File: config.mk
export PLATFORM = sky130hd
export DESIGN_NAME = sub_256_seq_flat
export DESIGN_NICKNAME = d
export VERILOG_FILES = /design/src/rtl/sub_256_seq_if.sv /design/src/rtl/sub_256_seq.sv /design/src/flat_wrapper.sv
export SDC_FILE = /design/constraint.sdc
export NUM_CORES = 2
export LEC_CHECK = 0
export ABC_AREA = 1
export CORE_MARGIN = 2
export CORE_UTILIZATION = 41
export CTS_CLUSTER_DIAMETER = 80
export CTS_CLUSTER_SIZE = 25
export DETAILED_ROUTE_END_ITERATION = 6
export DONT_BUFFER_PORTS = 1
export GPL_TIMING_DRIVEN = 0
export PLACE_DENSITY = 0.54
export SKIP_CTS_REPAIR_TIMING = 1
export SLEW_MARGIN = 20
export SYNTH_ARGS = -nofsm -noshare
export SYNTH_HDL_FRONTEND = slang
export SYNTH_SLANG_ARGS = --single-unit
File: constraint.sdc
create_clock -name clk -period 4.6 [get_ports clk]
set_input_delay 0.46 -clock clk [delete_from_list [all_inputs] [get_ports clk]]
set_output_delay 0.46 -clock clk [all_outputs]
set_load 0.1 [all_outputs]
File: src/rtl/sub_256_seq_if.sv
// Operand/result bundle for the chunked 256-bit subtractor.
// The master drives start and operands; the slave returns status and the difference.
interface sub_256_seq_if;
    logic         start;
    logic [256:1] A;
    logic [256:1] B;
    logic         bin;
    logic         busy;
    logic         done;
    logic [256:1] D;
    logic         bout;
    logic         zero;

    modport master (output start, A, B, bin, input busy, done, D, bout, zero);
    modport slave  (input start, A, B, bin, output busy, done, D, bout, zero);
endinterface

File: src/rtl/sub_256_seq.sv
// Sequential 256-bit subtractor: D = A - B - bin, computed CHUNK bits per cycle
// with the borrow rippling through a register between chunks.
module sub_256_seq #(
    parameter int CHUNK = 32
) (
    input  logic           clk,
    input  logic           rst_n,
    sub_256_seq_if.slave   bus
);
    localparam int NCHUNK = 256 / CHUNK;
    localparam int CW     = (NCHUNK > 1) ? $clog2(NCHUNK) : 1;
    localparam logic [CW-1:0] LAST = CW'(NCHUNK - 1);
    // Only chunk 0 exists when CHUNK is 256, so the base offset is always 0 there.
    localparam logic [7:0] CHUNK_B = (CHUNK >= 256) ? 8'd0 : 8'(CHUNK);

    typedef enum logic [1:0] {
        IDLE = 2'd0,
        RUN  = 2'd1,
        DONE = 2'd2
    } state_t;

    state_t          state_q, state_d;
    logic [CW-1:0]   cnt_q, cnt_d;
    logic            brw_q, brw_d;
    logic [255:0]    a_q, a_d;
    logic [255:0]    b_q, b_d;
    logic [255:0]    d_q, d_d;
    logic            bout_q, bout_d;
    logic            zero_q, zero_d;

    logic [7:0]       base;
    logic [CHUNK-1:0] a_chunk;
    logic [CHUNK-1:0] b_chunk;
    logic [CHUNK:0]   diff;

    always_comb begin
        state_d = state_q;
        cnt_d   = cnt_q;
        brw_d   = brw_q;
        a_d     = a_q;
        b_d     = b_q;
        d_d     = d_q;
        bout_d  = bout_q;
        zero_d  = zero_q;

        base    = 8'(cnt_q) * CHUNK_B;
        a_chunk = a_q[base +: CHUNK];
        b_chunk = b_q[base +: CHUNK];
        diff    = {1'b0, a_chunk} - {1'b0, b_chunk} - (CHUNK + 1)'(brw_q);

        unique case (state_q)
            IDLE, DONE: begin
                if (bus.start) begin
                    state_d = RUN;
                    a_d     = bus.A;
                    b_d     = bus.B;
                    brw_d   = bus.bin;
                    cnt_d   = '0;
                    d_d     = '0;
                    bout_d  = 1'b0;
                    zero_d  = 1'b0;
                end else begin
                    state_d = IDLE;
                end
            end
            RUN: begin
                d_d[base +: CHUNK] = diff[CHUNK-1:0];
                brw_d              = diff[CHUNK];
                if (cnt_q == LAST) begin
                    // Last chunk: D is now complete, so flags are taken from it directly.
                    state_d = DONE;
                    cnt_d   = '0;
                    bout_d  = diff[CHUNK];
                    zero_d  = (d_d == '0);
                end else begin
                    cnt_d = cnt_q + 1'b1;
                end
            end
            default: state_d = IDLE;
        endcase
    end

    always_ff @(posedge clk) begin
        if (!rst_n) begin
            state_q <= IDLE;
            cnt_q   <= '0;
            brw_q   <= 1'b0;
            a_q     <= '0;
            b_q     <= '0;
            d_q     <= '0;
            bout_q  <= 1'b0;
            zero_q  <= 1'b0;
        end else begin
            state_q <= state_d;
            cnt_q   <= cnt_d;
            brw_q   <= brw_d;
            a_q     <= a_d;
            b_q     <= b_d;
            d_q     <= d_d;
            bout_q  <= bout_d;
            zero_q  <= zero_d;
        end
    end

    assign bus.busy = (state_q == RUN);
    assign bus.done = (state_q == DONE);
    assign bus.D    = d_q;
    assign bus.bout = bout_q;
    assign bus.zero = zero_q;
endmodule

File: src/flat_wrapper.sv
// flat-port wrapper written by rule: the top's interface ports become plain ports
module sub_256_seq_flat 
#(
    parameter int CHUNK = 32
)
  (clk, rst_n, bus_start, bus_A, bus_B, bus_bin, bus_busy, bus_done, bus_D, bus_bout, bus_zero);
  sub_256_seq_if bus_i ();
  input  logic clk;
  input  logic rst_n;
  input wire logic [$bits(bus_i.start)-1:0] bus_start;
  input wire logic [$bits(bus_i.A)-1:0] bus_A;
  input wire logic [$bits(bus_i.B)-1:0] bus_B;
  input wire logic [$bits(bus_i.bin)-1:0] bus_bin;
  output wire logic [$bits(bus_i.busy)-1:0] bus_busy;
  output wire logic [$bits(bus_i.done)-1:0] bus_done;
  output wire logic [$bits(bus_i.D)-1:0] bus_D;
  output wire logic [$bits(bus_i.bout)-1:0] bus_bout;
  output wire logic [$bits(bus_i.zero)-1:0] bus_zero;
  assign bus_i.start = bus_start;
  assign bus_i.A = bus_A;
  assign bus_i.B = bus_B;
  assign bus_i.bin = bus_bin;
  assign bus_busy = bus_i.busy;
  assign bus_done = bus_i.done;
  assign bus_D = bus_i.D;
  assign bus_bout = bus_i.bout;
  assign bus_zero = bus_i.zero;
  sub_256_seq #(.CHUNK(CHUNK)) u_core (.clk(clk), .rst_n(rst_n), .bus(bus_i));
endmodule
# Yosys cells after proc, flatten, opt, wreduce, memory -nomap -nowiden
# Index checks and enable logic that the tools add are counted.
[word_totals]
output_inout_bits = 260
word_cells = 44
regBits = 776
in_bits = 516
[classes]
n_mux = 16
n_eq_ne = 5
n_shift = 4
reduce_logical = 7
addsub = 4
[op_table]
columns = ["cell", "n"]
rows = [
  ["$pmux W256 S2", 1],
  ["$shiftx A256 B9 Y32", 2],
  ["$bwmux W256", 1],
  ["$logic_not A256 Y1", 1],
  ["$mux W256", 1],
  ["$shift A32 B10 Y256 const A", 1],
  ["$shiftx A32 B10 Y256", 1],
  ["$sub A32 B32 Y33", 1],
  ["$sub A33 B1 Y33", 1],
  ["$neg A8 Y10", 1],
  ["$mux W3", 2],
  ["$pmux W1 S2", 3],
  ["$pmux W3 S2", 1],
  ["$mux W1", 5],
  ["$pmux W2 S2", 1],
  ["$reduce_and A2 Y1", 2],
  ["$add A3 B1 Y3 const B", 1],
  ["$eq A3 B3 Y1 const B", 1],
  ["$reduce_and A3 Y1", 1],
  ["$eq A2 B1 Y1 const B", 1],
  ["$eq A2 B2 Y1 const B", 1],
  ["$logic_not A2 Y1", 1],
  ["$mux W2", 1],
  ["$ne A2 B1 Y1 const B", 1],
  ["other kinds (3)", 3],
]

# Depth between registers and ports, before layout
[depth]
word_depth = 8
ltp_mapped = 35
depth_no_buf = 32

# Least setup slack after synthesis
# OpenSTA, ideal clock, no wires.
[synth_timing]
path_type = "reg2reg"
startpoint = "reg u_core.cnt_q[0]"
endpoint = "reg u_core.zero_q, in the netlist u_core.bus.zero"
synth_period_minus_slack_ns = 4.723
required_ns = 4.530
slack_ns = -0.123
stages_incl_launch_ff = 35
arrival_ns = 4.653
path_cell_list = "dfxtp_1 buf_6 clkbuf_1 clkbuf_1 clkbuf_1 clkbuf_1 nor2_1 o221ai_1 o21ai_0 fa_1 fa_1 inv_1 nand2_1 nand2_1 nand2_1 nand2_1 nand2_1 nand2_1 nand2_1 nand2_1 nand2_1 nand2_1 nand2_1 nand3_1 nand2_1 o21ai_0 nand2_1 nand3b_1 nor2_1 nand2_1 nor2_1 nand3_1 nor2_1 nand3_1 a21oi_1"
[synth_via]
elab_chain_cells = 8
elab_cells_between_ends = 14
cone_classes = "3 x add/sub; 2 x eq/ne; 4 x shift; 3 x mux; 2 x reduce/logical"
[synth_lines]
columns = ["item", "line", "rtl"]
rows = [
  ["from (decl)", "sub_256_seq.sv:23", "logic [CW-1:0] cnt_q, cnt_d;"],
  ["from (signal assigned)", "sub_256_seq.sv:95", "cnt_q <= cnt_d;"],
  ["$shiftx A256 B9 Y32, on equally long branches", "sub_256_seq.sv:47, sub_256_seq.sv:48", ""],
  ["$sub A32 B32 Y33", "sub_256_seq.sv:49", "diff = {1'b0, a_chunk} - {1'b0, b_chunk} - (CHUNK + 1)'(brw_q);"],
  ["$sub A33 B1 Y33", "sub_256_seq.sv:49", ""],
  ["$shiftx A32 B10 Y256", "sub_256_seq.sv:67", "d_d[base +: CHUNK] = diff[CHUNK-1:0];"],
  ["$bwmux W256", "sub_256_seq.sv:67", ""],
  ["$logic_not A256 Y1", "sub_256_seq.sv:74", "zero_d = (d_d == '0);"],
  ["$mux W1", "sub_256_seq.sv:69", "if (cnt_q == LAST) begin"],
  ["$pmux W1 S2", "sub_256_seq.sv:51", "unique case (state_q)"],
  ["to (signal assigned)", "sub_256_seq.sv:101", "zero_q <= zero_d;"],
  ["to (decl)", "sub_256_seq.sv:29", "logic zero_q, zero_d;"],
]
# Several ways; a longest one is shown, not always the timed one. The select of a mux whose other input is x is not followed.
# A chain may end at the register's enable or synchronous reset.

# Worst setup path after layout
# Same ends and word-level chain as after synthesis.

==> impl_metrics.toml <==
[yosys]
seq_area_frac_synth_pct = 40.7
yosys_register_bits = 776
synthAdderAreaFrac_pct = 2.30
yosysUniqueCellTypes = 44
synth_area_um2 = 38100
synthesis.nets = 6335
synth_top_family_by_area = "simple AND/OR/NAND/NOR gates"
synthSimpleGateAreaFrac_pct = 30.6
synth_compound_area_share_pct = 20.0
synth_xor_area_share_pct = 0.138
syn_area_per_cell_um2 = 6.63
muxShareOfSynthArea_pct = 0.0525
syn_inst = 5750
ys_warn_count = 0

[worst_setup_path]
end_kind = "flop"
cpPeakStageDelay_ns = 0.39
critPathLaunchType = "flop"
worst_ep_arrival_time_ns = 5.92
crit_type = "flop to flop"
crit_fanout = 10
required_ns = 5.21
cp_slowest_cell = "dfxtp_4"

[placement]
gp_congestion = 1.00
port_buffers = 0
place_ws_ns = -3.44
hpwl_mm = 152

[sta]
max_slew_margin_pct = 17.5
setup_tns_ns = -1.78
max_slew.worst_pin.slew_ns = 1.24
rsz0062_at_grt = "true"
hold_ws_ns = -0.0546
hold_viol_final = 68
setup_viol_count_final = 16
min_period_ns = 5.31
max_freq_mhz = 188
slew_violations = 0
setup_ws_ns = -0.707
finalCritPeriodShare_pct = 115
skew_ns = 0.0315

[final_layout]
most-common-layout-cells = "nor2_1, o21ai_0, dfxtp_1"
final_common_cell = "nor2_1"
fin_util_pct = 50.9
area_growth_pct = 22.7
drive_gt1_share_pct = 12.7
nNetsFinal = 6673

[run]
max_cap_violations = 0

[global_routing]
grt_pass1_vias = 36564
overflow = 0
grt_pass1_wl_mm = 258
antenna_found_initial = 36
grt_max_degree = 26
grt_use_total_pct = 37.4

[floorplan]
ioPinCount = 776
row_count = 111
start_util_pct = 41.5
die_h_um = 309
core_area_um2 = 91900
dieWidth_um = 309
dieArea_um2 = 95400

[pwr]
power_density_nw_per_um2 = 424
ir_worst_vdd_mv = 0.378
p_leak_nw = 18.0

[route]
wire_per_inst_um = 25.6
wirelength_mm = 189
final_antenna_net_count = 0
num_vias = 41459
first_iter_violations = 3992
vias_per_cell = 5.61
firstDrtPassIters = 6
drc = 0

[clock_network]
clkTransAtPathRegs_ns = 0.11
cts_buffers = 47
cts_num_sinks = 776
cts-root-buf = "clkbuf_16"
h-tree-depth = 2
clk_latency_ns = 0.69
clock_tree.buffer_depth = 3
cts_tree = "built"

[run_status]
violations = "negative hold slack, negative setup slack"
outcome = "finished with violations"

[min_path]
hp-class = "input port to flop"
power by group:
| part | internal [mW] | total (mW) | switching [mW] |
|---|---|---|---|
| Combinational | 2.16 | 6.84 | 4.67 |
| Clock | 2.51 | 5.31 | 2.80 |
| Sequential | 7.13 | 7.69 | 0.552 |
| Total | 11.8 | 19.8 | 8.02 |
metal layers:
metal / wire (µm) / part of all wire [%] / vias up / global-route usage (%)
li1: - / - / 19624 / -
met1: 74800 / 40 / 19619 / 44.7
met2: 87400 / 46 / 1801 / 61.4
met3: 17000 / 9.0 / 389 / 11.3
met4: 9610 / 5.1 / 26 / 17.4
met5: 159 / 0.084 / - / 0
area by class of cell:
class / instances / area (µm²)
plain buffers: 413 / 2060
fillers: 9697 / 45200
inverters: 202 / 767
repair buffers: 289 / 2920
well taps: 1243 / 1560
multi-input cells: 4359 / 22100
flip-flops and latches: 776 / 15600
diodes: 22 / 55.1
clock buffers: 53 / 1250
clock inverters: 30 / 478
path summary, 6_finish.rpt:
kind              slack [ns]         endpoint       startpoint  cells past startpoint
setup / recovery       -0.71  u_core.bus.zero  u_core.cnt_q[0]                     30
hold / removal         -0.05  u_core.b_q[196]       bus_B[196]                      2
setup reg to reg       -0.71  u_core.bus.zero  u_core.cnt_q[0]                     30
hold reg to reg         0.48  u_core.b_q[122]  u_core.b_q[122]                      2
synth_stat cells, drive strengths merged:
library cell	n	area share, %
buf	49	0.65
inv	202	2.0
xor2	6	0.14
nand2	830	8.4
o21bai	4	0.079
nand4	42	0.69
o31ai	1	0.020
nor2	1517	15
o221a	1	0.030
fa	2	0.11
clkbuf	364	3.6
nand3	233	3.1
a21o	2	0.039
a41oi	1	0.023
nor3	10	0.14
o21a	3	0.059
nand3b	9	0.18
a21boi	5	0.098
a2bb2oi	6	0.14
ha	67	2.2
nor4	2	0.033
a221oi	1	0.023
dfxtp	776	41
mux2i	2	0.053
o21ai	979	13
o311ai	1	0.023
o221ai	32	0.74
a21oi	317	4.2
or2	184	3.0
o22ai	70	1.1
a31oi	32	0.53
per-stage QoR:
step                std cells  cell area [µm²]  power, mW
floorplan                5750            38100       11.1
global placement         6993            39700       13.1
detailed placement       6995            39700       13.1
CTS                      7078            41500       18.3
global route             7382            46800       20.6
finish                   7387            46800       19.8
critical path: cells and delay by family (launching register included):
kind	cells	cell delay, ns
adders and majority gates	2	0.50
and+or+nand+nor	17	2.52
xor gates and xnor gates	1	0.21
AOI/OAI and AO/OA	3	0.63
DFF	1	0.39
buffers and inverters	7	0.95
registers in the layout (all words and copies together) (netlist names):
register,flops
u_core.a_q,256
u_core.b_q,256
u_core.bus.D,256
u_core.cnt_q,3
u_core.state_q,2
u_core.brw_q,1
u_core.bus.bout,1
u_core.bus.zero,1
cell families (layout without fill, tap and decap cells):
| family | after synthesis | after routing |
|---|---|---|
| buf+inv | 615 | 987 |
| compound gates | 1455 | 1455 |
| flops | 776 | 776 |
| fa+ha+maj | 69 | 69 |
| xor+xnor | 6 | 6 |
| mux | 2 | 2 |
| other cells | 0 | 22 |
| simple gates | 2827 | 2827 |
Power figures use the tool's default switching activity.
